### src/rtl/instr_stream_encoder_if.sv
// instr_stream_encoder_if: request bus from the program source and the
// instruction-memory write / status bus of the encoder.
// master = program source (bench or boot logic), slave = encoder.
interface instr_stream_encoder_if #(
  parameter int ADDR_W = 9
);
  logic              req_valid;
  logic              req_ready;
  logic [2:0]        req_kind;
  logic [2:0]        req_funct3;
  logic [6:0]        req_funct7;
  logic [4:0]        req_rd;
  logic [4:0]        req_rs1;
  logic [4:0]        req_rs2;
  logic [20:0]       req_imm;
  logic              fin;
  logic              mem_we;
  logic [ADDR_W-1:0] mem_addr;
  logic [31:0]       mem_wdata;
  logic              full;
  logic              err;
  logic              done;

  modport master (
    output req_valid, req_kind, req_funct3, req_funct7,
           req_rd, req_rs1, req_rs2, req_imm, fin,
    input  req_ready, mem_we, mem_addr, mem_wdata, full, err, done
  );

  modport slave (
    input  req_valid, req_kind, req_funct3, req_funct7,
           req_rd, req_rs1, req_rs2, req_imm, fin,
    output req_ready, mem_we, mem_addr, mem_wdata, full, err, done
  );
endinterface

### src/rtl/instr_stream_encoder.sv
// instr_stream_encoder: turns operation requests into RV32I instruction words
// and writes them sequentially into instruction memory, then appends
// PAD_NOPS NOPs (addi x0,x0,0) after 'fin' so the pipeline drains.
// Optional feature macro: ENCODER_RANGE_CHECK_EN -- when defined, requests
// whose immediate does not fit the target format (or is odd for BR/JAL) are
// dropped and flag err; when undefined, immediates are silently truncated.
module instr_stream_encoder #(
  parameter int ADDR_W   = 9,
  parameter int PAD_NOPS = 4
) (
  input  logic                   i_clk,
  input  logic                   i_reset,
  instr_stream_encoder_if.slave  bus
);

  localparam logic [31:0] NOP_WORD = 32'h0000_0013;
  localparam int          PAD_W    = (PAD_NOPS < 1) ? 1 : $clog2(PAD_NOPS + 1);
  localparam logic [PAD_W-1:0] PAD_LAST = PAD_W'(PAD_NOPS);

  localparam logic [2:0] K_R    = 3'd0;
  localparam logic [2:0] K_I    = 3'd1;
  localparam logic [2:0] K_LW   = 3'd2;
  localparam logic [2:0] K_SW   = 3'd3;
  localparam logic [2:0] K_BR   = 3'd4;
  localparam logic [2:0] K_JAL  = 3'd5;
  localparam logic [2:0] K_JALR = 3'd6;
  localparam logic [2:0] K_ILL  = 3'd7;

  typedef enum logic [1:0] {
    S_RUN  = 2'd0,
    S_PAD  = 2'd1,
    S_DONE = 2'd2
  } state_t;

  // Assemble one instruction word from the request fields.
  function automatic logic [31:0] encode_word(
    input logic [2:0]  kind,
    input logic [2:0]  f3,
    input logic [6:0]  f7,
    input logic [4:0]  rd,
    input logic [4:0]  rs1,
    input logic [4:0]  rs2,
    input logic [20:0] imm
  );
    logic [31:0] w;
    case (kind)
      K_R:    w = {f7, rs2, rs1, f3, rd, 7'b0110011};
      K_I:    w = {imm[11:0], rs1, f3, rd, 7'b0010011};
      K_LW:   w = {imm[11:0], rs1, f3, rd, 7'b0000011};
      K_SW:   w = {imm[11:5], rs2, rs1, f3, imm[4:0], 7'b0100011};
      K_BR:   w = {imm[12], imm[10:5], rs2, rs1, f3, imm[4:1], imm[11], 7'b1100011};
      K_JAL:  w = {imm[20], imm[10:1], imm[11], imm[19:12], rd, 7'b1101111};
      K_JALR: w = {imm[11:0], rs1, 3'b000, rd, 7'b1100111};
      default: w = 32'h0000_0000;
    endcase
    return w;
  endfunction

`ifdef ENCODER_RANGE_CHECK_EN
  // True when the immediate is representable in the target format.
  function automatic logic imm_in_range(
    input logic [2:0]  kind,
    input logic [20:0] imm
  );
    logic ok;
    case (kind)
      K_I, K_LW, K_SW, K_JALR: ok = (imm[20:11] == {10{imm[11]}});
      K_BR:                    ok = (imm[20:12] == {9{imm[12]}}) && (imm[0] == 1'b0);
      K_JAL:                   ok = (imm[0] == 1'b0);
      default:                 ok = 1'b1;
    endcase
    return ok;
  endfunction
`endif

  state_t            r_state;
  state_t            w_state_nxt;
  logic [ADDR_W-1:0] r_cnt;
  logic [PAD_W-1:0]  r_pad_cnt;
  logic              r_full;
  logic              r_err;
  logic              r_done;
  logic              r_mem_we;
  logic [ADDR_W-1:0] r_mem_addr;
  logic [31:0]       r_mem_wdata;

  logic              w_imm_ok;
  logic              w_legal;
  logic [31:0]       w_enc;
  logic              w_ready;
  logic              w_hs;
  logic              w_wr_en;
  logic [31:0]       w_wr_data;
  logic              w_pad_inc;
  logic              w_set_err;
  logic              w_pad_left;

`ifdef ENCODER_RANGE_CHECK_EN
  assign w_imm_ok = imm_in_range(bus.req_kind, bus.req_imm);
`else
  assign w_imm_ok = 1'b1;
`endif

  assign w_legal    = (bus.req_kind != K_ILL) && w_imm_ok;
  assign w_enc      = encode_word(bus.req_kind, bus.req_funct3, bus.req_funct7,
                                  bus.req_rd, bus.req_rs1, bus.req_rs2, bus.req_imm);
  // NOP slots remain and there is still address space to put them in.
  assign w_pad_left = (!r_full) && (r_pad_cnt < PAD_LAST);

  // State register.
  always_ff @(posedge i_clk) begin
    if (i_reset) begin
      r_state <= S_RUN;
    end else begin
      r_state <= w_state_nxt;
    end
  end

  // Next-state logic: fin leaves RUN, PAD ends when NOPs are spent or memory is full.
  always_comb begin
    w_state_nxt = r_state;
    case (r_state)
      S_RUN: begin
        if (bus.fin) begin
          w_state_nxt = S_PAD;
        end else begin
          w_state_nxt = S_RUN;
        end
      end
      S_PAD: begin
        if (!w_pad_left) begin
          w_state_nxt = S_DONE;
        end else begin
          w_state_nxt = S_PAD;
        end
      end
      S_DONE:  w_state_nxt = S_DONE;
      default: w_state_nxt = S_RUN;
    endcase
  end

  // Output/action logic: handshake, write selection and NOP issue per state.
  // A lone fin in RUN already issues the first NOP so padding starts one
  // cycle after fin; a concurrent request takes that slot instead.
  always_comb begin
    w_ready   = 1'b0;
    w_hs      = 1'b0;
    w_wr_en   = 1'b0;
    w_wr_data = NOP_WORD;
    w_pad_inc = 1'b0;
    w_set_err = 1'b0;
    case (r_state)
      S_RUN: begin
        w_ready = !r_full;
        w_hs    = bus.req_valid && !r_full;
        if (w_hs) begin
          if (w_legal) begin
            w_wr_en   = 1'b1;
            w_wr_data = w_enc;
          end else begin
            w_set_err = 1'b1;
          end
        end else if (bus.fin && w_pad_left) begin
          w_wr_en   = 1'b1;
          w_pad_inc = 1'b1;
        end else begin
          w_wr_en = 1'b0;
        end
      end
      S_PAD: begin
        if (w_pad_left) begin
          w_wr_en   = 1'b1;
          w_pad_inc = 1'b1;
        end else begin
          w_wr_en = 1'b0;
        end
      end
      S_DONE: begin
        w_wr_en = 1'b0;
      end
      default: begin
        w_wr_en = 1'b0;
      end
    endcase
  end

  // Datapath registers: write port, address counter, pad count and sticky flags.
  always_ff @(posedge i_clk) begin
    if (i_reset) begin
      r_cnt       <= {ADDR_W{1'b0}};
      r_pad_cnt   <= {PAD_W{1'b0}};
      r_full      <= 1'b0;
      r_err       <= 1'b0;
      r_done      <= 1'b0;
      r_mem_we    <= 1'b0;
      r_mem_addr  <= {ADDR_W{1'b0}};
      r_mem_wdata <= 32'h0000_0000;
    end else begin
      r_mem_we <= w_wr_en;
      if (w_wr_en) begin
        r_mem_addr  <= r_cnt;
        r_mem_wdata <= w_wr_data;
        r_cnt       <= r_cnt + ADDR_W'(1);
        if (r_cnt == {ADDR_W{1'b1}}) begin
          r_full <= 1'b1;
        end else begin
          r_full <= r_full;
        end
      end else begin
        r_cnt <= r_cnt;
      end
      if (w_pad_inc) begin
        r_pad_cnt <= r_pad_cnt + PAD_W'(1);
      end else begin
        r_pad_cnt <= r_pad_cnt;
      end
      if (w_set_err) begin
        r_err <= 1'b1;
      end else begin
        r_err <= r_err;
      end
      if (w_state_nxt == S_DONE) begin
        r_done <= 1'b1;
      end else begin
        r_done <= r_done;
      end
    end
  end

  assign bus.req_ready = w_ready;
  assign bus.mem_we    = r_mem_we;
  assign bus.mem_addr  = r_mem_addr;
  assign bus.mem_wdata = r_mem_wdata;
  assign bus.full      = r_full;
  assign bus.err       = r_err;
  assign bus.done      = r_done;

endmodule

### src/flat_wrapper.sv
// flat-port wrapper written by rule: the top's interface ports become plain ports
module instr_stream_encoder_flat 
#(
  parameter int ADDR_W   = 9,
  parameter int PAD_NOPS = 4
)
  (i_clk, i_reset, bus_req_valid, bus_req_kind, bus_req_funct3, bus_req_funct7, bus_req_rd, bus_req_rs1, bus_req_rs2, bus_req_imm, bus_fin, bus_req_ready, bus_mem_we, bus_mem_addr, bus_mem_wdata, bus_full, bus_err, bus_done);
  instr_stream_encoder_if #(.ADDR_W(ADDR_W)) bus_i ();
  input  logic i_clk;
  input  logic i_reset;
  input wire logic [$bits(bus_i.req_valid)-1:0] bus_req_valid;
  input wire logic [$bits(bus_i.req_kind)-1:0] bus_req_kind;
  input wire logic [$bits(bus_i.req_funct3)-1:0] bus_req_funct3;
  input wire logic [$bits(bus_i.req_funct7)-1:0] bus_req_funct7;
  input wire logic [$bits(bus_i.req_rd)-1:0] bus_req_rd;
  input wire logic [$bits(bus_i.req_rs1)-1:0] bus_req_rs1;
  input wire logic [$bits(bus_i.req_rs2)-1:0] bus_req_rs2;
  input wire logic [$bits(bus_i.req_imm)-1:0] bus_req_imm;
  input wire logic [$bits(bus_i.fin)-1:0] bus_fin;
  output wire logic [$bits(bus_i.req_ready)-1:0] bus_req_ready;
  output wire logic [$bits(bus_i.mem_we)-1:0] bus_mem_we;
  output wire logic [$bits(bus_i.mem_addr)-1:0] bus_mem_addr;
  output wire logic [$bits(bus_i.mem_wdata)-1:0] bus_mem_wdata;
  output wire logic [$bits(bus_i.full)-1:0] bus_full;
  output wire logic [$bits(bus_i.err)-1:0] bus_err;
  output wire logic [$bits(bus_i.done)-1:0] bus_done;
  assign bus_i.req_valid = bus_req_valid;
  assign bus_i.req_kind = bus_req_kind;
  assign bus_i.req_funct3 = bus_req_funct3;
  assign bus_i.req_funct7 = bus_req_funct7;
  assign bus_i.req_rd = bus_req_rd;
  assign bus_i.req_rs1 = bus_req_rs1;
  assign bus_i.req_rs2 = bus_req_rs2;
  assign bus_i.req_imm = bus_req_imm;
  assign bus_i.fin = bus_fin;
  assign bus_req_ready = bus_i.req_ready;
  assign bus_mem_we = bus_i.mem_we;
  assign bus_mem_addr = bus_i.mem_addr;
  assign bus_mem_wdata = bus_i.mem_wdata;
  assign bus_full = bus_i.full;
  assign bus_err = bus_i.err;
  assign bus_done = bus_i.done;
  instr_stream_encoder #(.ADDR_W(ADDR_W), .PAD_NOPS(PAD_NOPS)) u_core (.i_clk(i_clk), .i_reset(i_reset), .bus(bus_i));
endmodule
### config.mk
export PLATFORM = sky130hd
export DESIGN_NAME = instr_stream_encoder_flat
export DESIGN_NICKNAME = d
export VERILOG_FILES = /design/src/rtl/instr_stream_encoder_if.sv /design/src/rtl/instr_stream_encoder.sv /design/src/flat_wrapper.sv
export SDC_FILE = /design/constraint.sdc
export NUM_CORES = 1
export LEC_CHECK = 0
export CORE_MARGIN = 5
export CORE_UTILIZATION = 38
export CTS_CLUSTER_SIZE = 14
export DETAILED_ROUTE_END_ITERATION = 12
export GPL_ROUTABILITY_DRIVEN = 0
export PLACE_DENSITY = 0.8
export SYNTH_ARGS = -nofsm -noshare
export SYNTH_HDL_FRONTEND = slang
export SYNTH_SLANG_ARGS = --single-unit
### constraint.sdc
create_clock -name i_clk -period 3.95 [get_ports i_clk]
set_input_delay 0.79 -clock i_clk [delete_from_list [all_inputs] [get_ports i_clk]]
set_output_delay 0.79 -clock i_clk [all_outputs]
set_load 0.02 [all_outputs]
# After elaboration in Yosys (flattened, before gate mapping)
# Index checks and enable logic that the tools add are counted.
[word_totals]
regBits = 59
latch_bits = 0
out_inout_bits = 46
memories = 0
mem_bits_rw = 0
mem_bits_ro = 0
[classes]
eq_ne = 11
bitwise = 0
shifts = 0
n_mul = 0
n_div = 0
n_lt_le_gt_ge = 1
reduce_logical = 7
add_sub_neg = 2
muxes = 18
[op_table]
columns = ["op", "count"]
rows = [
  ["one-hot mux 32 bit (7 select lines)", 1],
  ["2-to-1 mux 32 bit", 3],
  ["2-to-1 mux 1 bit", 10],
  ["adder 9 x 1 -> 9 bit, second input constant", 1],
  ["equality test 3 bit, second input constant", 3],
  ["equality test 9 bit, second input constant", 1],
  ["equality test 3 x 2 -> 1 bit, second input constant", 2],
  ["one-hot mux 2 bit (3 select lines)", 1],
  ["equality test 2 bit, second input constant", 2],
  ["one-hot mux 1 bit (2 select lines)", 2],
  ["adder 3 x 1 -> 3 bit, second input constant", 1],
  ["equality test 3 x 1 -> 1 bit, second input constant", 1],
  ["logical AND 1 bit", 3],
  ["zero test 3 bit", 1],
  ["< comparator 3 bit, second input constant", 1],
  ["inequality test 3 bit, second input constant", 1],
  ["equality test 2 x 1 -> 1 bit, second input constant", 1],
  ["zero test 2 bit", 1],
  ["2-to-1 mux 2 bit", 1],
  ["AND reduction 2 bit", 1],
  ["zero test 1 bit", 1],
]

# Longest topological paths before layout
[depth]
depth_word = 7
mapped_depth = 7
mapped_depth_nobuf = 5

# Worst setup path before layout
# No wires, ideal clock.
[synth_path]
path_type = "input -> register"
start = "in bus_req_kind[2]"
end = "reg u_core.r_cnt[3]"
required_time_ns = 3.827
setup_ns = 0.123
stages = 6
path_slack_ns = 1.944
arrival_time_ns = 1.882
cell_sequence = "buf_2 -> nand3_1 -> and2_1 -> buf_4 -> o2111ai_1 -> mux2_1"
[synth_between]
elab_chain_len = 4
[synth_rtl]
columns = ["element", "line_no", "source"]
rows = [
  ["start: declaration", "flat_wrapper.sv:12", "input wire logic [$bits(bus_i.req_kind)-1:0] bus_req_kind;"],
  ["inequality test 3 bit", "instr_stream_encoder.sv:104", "assign w_legal = (bus.req_kind != K_ILL) && w_imm_ok;"],
  ["2-to-1 mux 1 bit", "instr_stream_encoder.sv:157", "if (w_legal) begin"],
  ["2-to-1 mux 1 bit", "instr_stream_encoder.sv:156", "if (w_hs) begin"],
  ["one-hot mux 1 bit (2 select lines)", "instr_stream_encoder.sv:152", "case (r_state)"],
  ["end signal: assignment", "instr_stream_encoder.sv:190", "r_cnt <= {ADDR_W{1'b0}};"],
  ["end signal: assignment", "instr_stream_encoder.sv:203", "r_cnt <= r_cnt + ADDR_W'(1);"],
  ["end signal: assignment", "instr_stream_encoder.sv:210", "r_cnt <= r_cnt;"],
  ["end: declaration", "instr_stream_encoder.sv:78", "logic [ADDR_W-1:0] r_cnt;"],
]
# No other way between the ends.
# A chain may end at the register's enable or synchronous reset.

# Final worst setup path
[layout_path]
start = "in bus_req_valid"
end = "reg u_core.r_mem_wdata[13] (netlist: u_core.bus.mem_wdata[13])"
[layout_between]
elab_chain_len = 3
word_cells_on_any_way = 5
classes_between = "mux: 4; reduce/logical: 1"
[layout_rtl]
columns = ["element", "line_no", "source"]
rows = [
  ["start: declaration", "flat_wrapper.sv:11", "input wire logic [$bits(bus_i.req_valid)-1:0] bus_req_valid;"],
  ["logical AND 1 bit *", "instr_stream_encoder.sv:155", "w_hs = bus.req_valid && !r_full;"],
  ["2-to-1 mux 1 bit or 2-to-1 mux 32 bit (tied branches)", "instr_stream_encoder.sv:156", ""],
  ["one-hot mux 1 bit (2 select lines) or 2-to-1 mux 32 bit (tied branches)", "instr_stream_encoder.sv:152", ""],
  ["end signal: assignment", "instr_stream_encoder.sv:202", "r_mem_wdata <= w_wr_data;"],
  ["end: declaration", "instr_stream_encoder.sv:85", "logic [31:0] r_mem_wdata;"],
]
# Every way passes the cells marked *; elsewhere a longest branch is shown, timed or not.

==> metrics.md <==
| Metric | Value |
|---|---|
| Status | completed |
| Worst hold path depth | 2 |
| DR vias/cell | 5.491 |
| Clk root buf | clkbuf_8 |
| Fin Setup TNS | 0 ps |
| DRT iter0 DRCs | 133 |
| Clock input transition at the sequential cells of the worst setup and hold paths | 60 ps |
| Nature of the critical path startpoint | primary input |
| Max frequency | 344.6 MHz |
| Synth area leaders | dfxtp_1, a21oi_1, nand3_1 |
| Simple-Gate Fraction of Synth Area | 20.93% |
| Antenna diodes | 0 |
| Clock Latency Late Sink | 340 ps |
| Compound-Gate Fraction of Synth Area | 25.31% |
| Main combinational cell family by area after synthesis | compound AO/OA/AOI/OAI gates |
| Most instantiated cells after synthesis | dfxtp_1, a21oi_1, nand3_1 |
| Final min period | 2902 ps |
| Ys Warns | 0 |
| Slew @ Worst Pin | 694.1 ps |
| CTS tree | yes |
| DR WL/cell | 15.41 um |
| Global-route wire length before repair | 13710 um |
| Number of I/O pins | 99 |
| Hold WS | 447.5 ps |
| Post-synthesis net count | 403 |
| Sequential share of the synthesized area | 39.88% |
| Ys async rst share | 0% |
| Core Rows | 32 |
| Post-DRT Antenna Nets | 0 |
| Period utilization | 73.46% |
| Ratio of cells with drive above 1 in the final layout | 8.065% |
| Via count of the first global-routing pass | 2807 |
| Die extent in y | 97.53 um |
| CP Capture Type | flop |
| # nets final | 485 |
| EDFF count, synth | 0 |
| Library cells used by synthesis | 44 |
| CTS hold repair buffers | 0 |
| Worst-case vdd ir drop | 0.0001997 V |
| CP startpoint | bus_req_valid |
| Worst Reg-to-Reg Cells | 4 |
| RSZ-0062 raised after global routing | false |
| RR Startpoint | u_core.bus.full |
| Drt pass-1 iters | 4 |
| Die footprint | 9512 um2 |
| IO Port Bufs | 98 |
| Syn-to-layout area delta | 41.04% |
| HP Class | reg2reg |
| Post-CTS setup buffer count | 0 |
| GRT Overall Usage | 17.45% |
| Post-CTS Resized | 0 |
| CP Max Fanout | 20 |
| Max-cap violations | 0 |
| Clock sinks | 58 |
| Yosys reg bits | 58 |
| # setup viols final | 0 |
| # DRC | 0 |
| Yosys top cell by area | dfxtp_1 |
| Initial Utilization | 38.27% |
| Post-Synthesis Cells | 347 |
| Initial antenna violation count | 0 |
| Post-synthesis adder-cell area fraction | 1.289% |
| Count of final hold-check violations | 0 |
| Leakage | 1.488 nW |
| Avg Cell Area, Syn | 8.391 um2 |
| Post-Route WL | 8262 um |
| Worst EP arrival | 3120 ps |
| CTS H-tree depth | 3 |
| CTS buffer count | 9 |
| Area fraction of the dominant cell type after synthesis | 39.88% |
| Slew margin rel. | 53.53% |
| Die X | 97.53 um |
| PwrDens | 352.0 nW/um2 |
| Pins Over Slew Limit | 0 |
| Worst Skew | 5.952 ps |
| Min-delay src | u_core.bus.done |
| Crit path kind | in2reg |
| Ys flop type | dfxtp_1 |
| Synth Cell Area | 2912 um2 |
| Via count | 2943 |
| CTS Buffer Depth | 2 |
| Post-synthesis xor/xnor area fraction | 0.3008% |
| Most frequent cell after synthesis | dfxtp_1 |
| Largest net degree at the start of global routing | 50 |
| Endpoint required time on the critical path | 4170 ps |
| Multiplexer area fraction after synthesis | 5.973% |
| Core box area | 7607 um2 |
| Gr ovfl total | 0 |
| DP HPWL | 5846 um |
## per-stage QoR
stage               worst slack, ps  power, mW  utilization [%]  instance area (um2)  instances
global placement              781.2     0.9365            51.55                 3921        520
CTS                            1057      1.460            53.98                 4106        536
finish                         1048      1.446            53.98                 4106        536
floorplan                      1944     0.8093                -                 2912        347
global route                  871.0      1.521            53.98                 4106        536
detailed placement            701.5     0.9426            51.55                 3921        520
## where the power goes
part,switching [mW],total [mW],internal (mW),leakage (nW)
clock,0.229,0.515,0.286,0.0958
sequential,0.0213,0.635,0.614,0.473
combinational,0.155,0.295,0.141,0.919
total,0.405,1.45,1.04,1.49
## state kept, by name, summed over array words and instances (netlist names)
signal / flops
u_core.bus.mem_we: 1
u_core.bus.mem_addr: 9
u_core.r_state: 2
u_core.r_cnt: 9
u_core.bus.err: 1
u_core.bus.done: 1
u_core.bus.full: 1
u_core.bus.mem_wdata: 31
u_core.r_pad_cnt: 3
## path summary, 6_finish.rpt
path                                                  to  slack, ps
worst min-delay path                     u_core.bus.done        450
worst min register to register           u_core.bus.done        450
worst max register to register  u_core.bus.mem_wdata[13]       1520
worst max-delay path            u_core.bus.mem_wdata[13]       1050
## critical path, cell delays in order
cell and delay, ps:
clkdlybuf4s50_1 490, nor4b_4 590, and2_1 610, nor2_1 290
a32o_1 340
## cell type report
class                   instances  area, um2
multi-input cells             246       1570
fillers                       706       3501
clock inverters                 6      57.56
flip-flops and latches         58       1161
well taps                     102      127.6
clock buffers                  10      127.6
inverters                       9      33.78
repair buffers                105       1028
## metal layers
layer / global-route usage, % / vias to the layer above / share of wire [%]
li1: - / 1445 / -
met1: 21.73 / 1389 / 45
met2: 27.62 / 96 / 48
met3: 6.102 / 13 / 6.0
met4: 6.816 / 0 / 1.5
met5: 0 / - / 0
## layout by cell type, fill, tap and decap left out, types with 8 or more instances in the layout
cell type        count
nand2_1             16
clkdlybuf4s50_1     97
o22ai_1              9
o21ai_0             19
nor2b_1             13
inv_1                8
dfxtp_1             58
clkbuf_8             9
nor2_1              16
a21oi_1             44
nand3_1             32
a221oi_1             8
## logic make-up (layout without fill, tap and decap cells)
| logic type | Yosys count | count (layout) |
|---|---|---|
| AO/OA/AOI/OAI | 115 | 115 |
| XOR/XNOR | 1 | 1 |
| adder cells (fa/ha/maj) | 3 | 3 |
| buffers and inverters | 43 | 130 |
| flip-flops | 58 | 58 |
| multiplexers | 15 | 15 |
| AND/OR/NAND/NOR | 112 | 112 |
No activity file was read; power rests on OpenSTA's default activity.
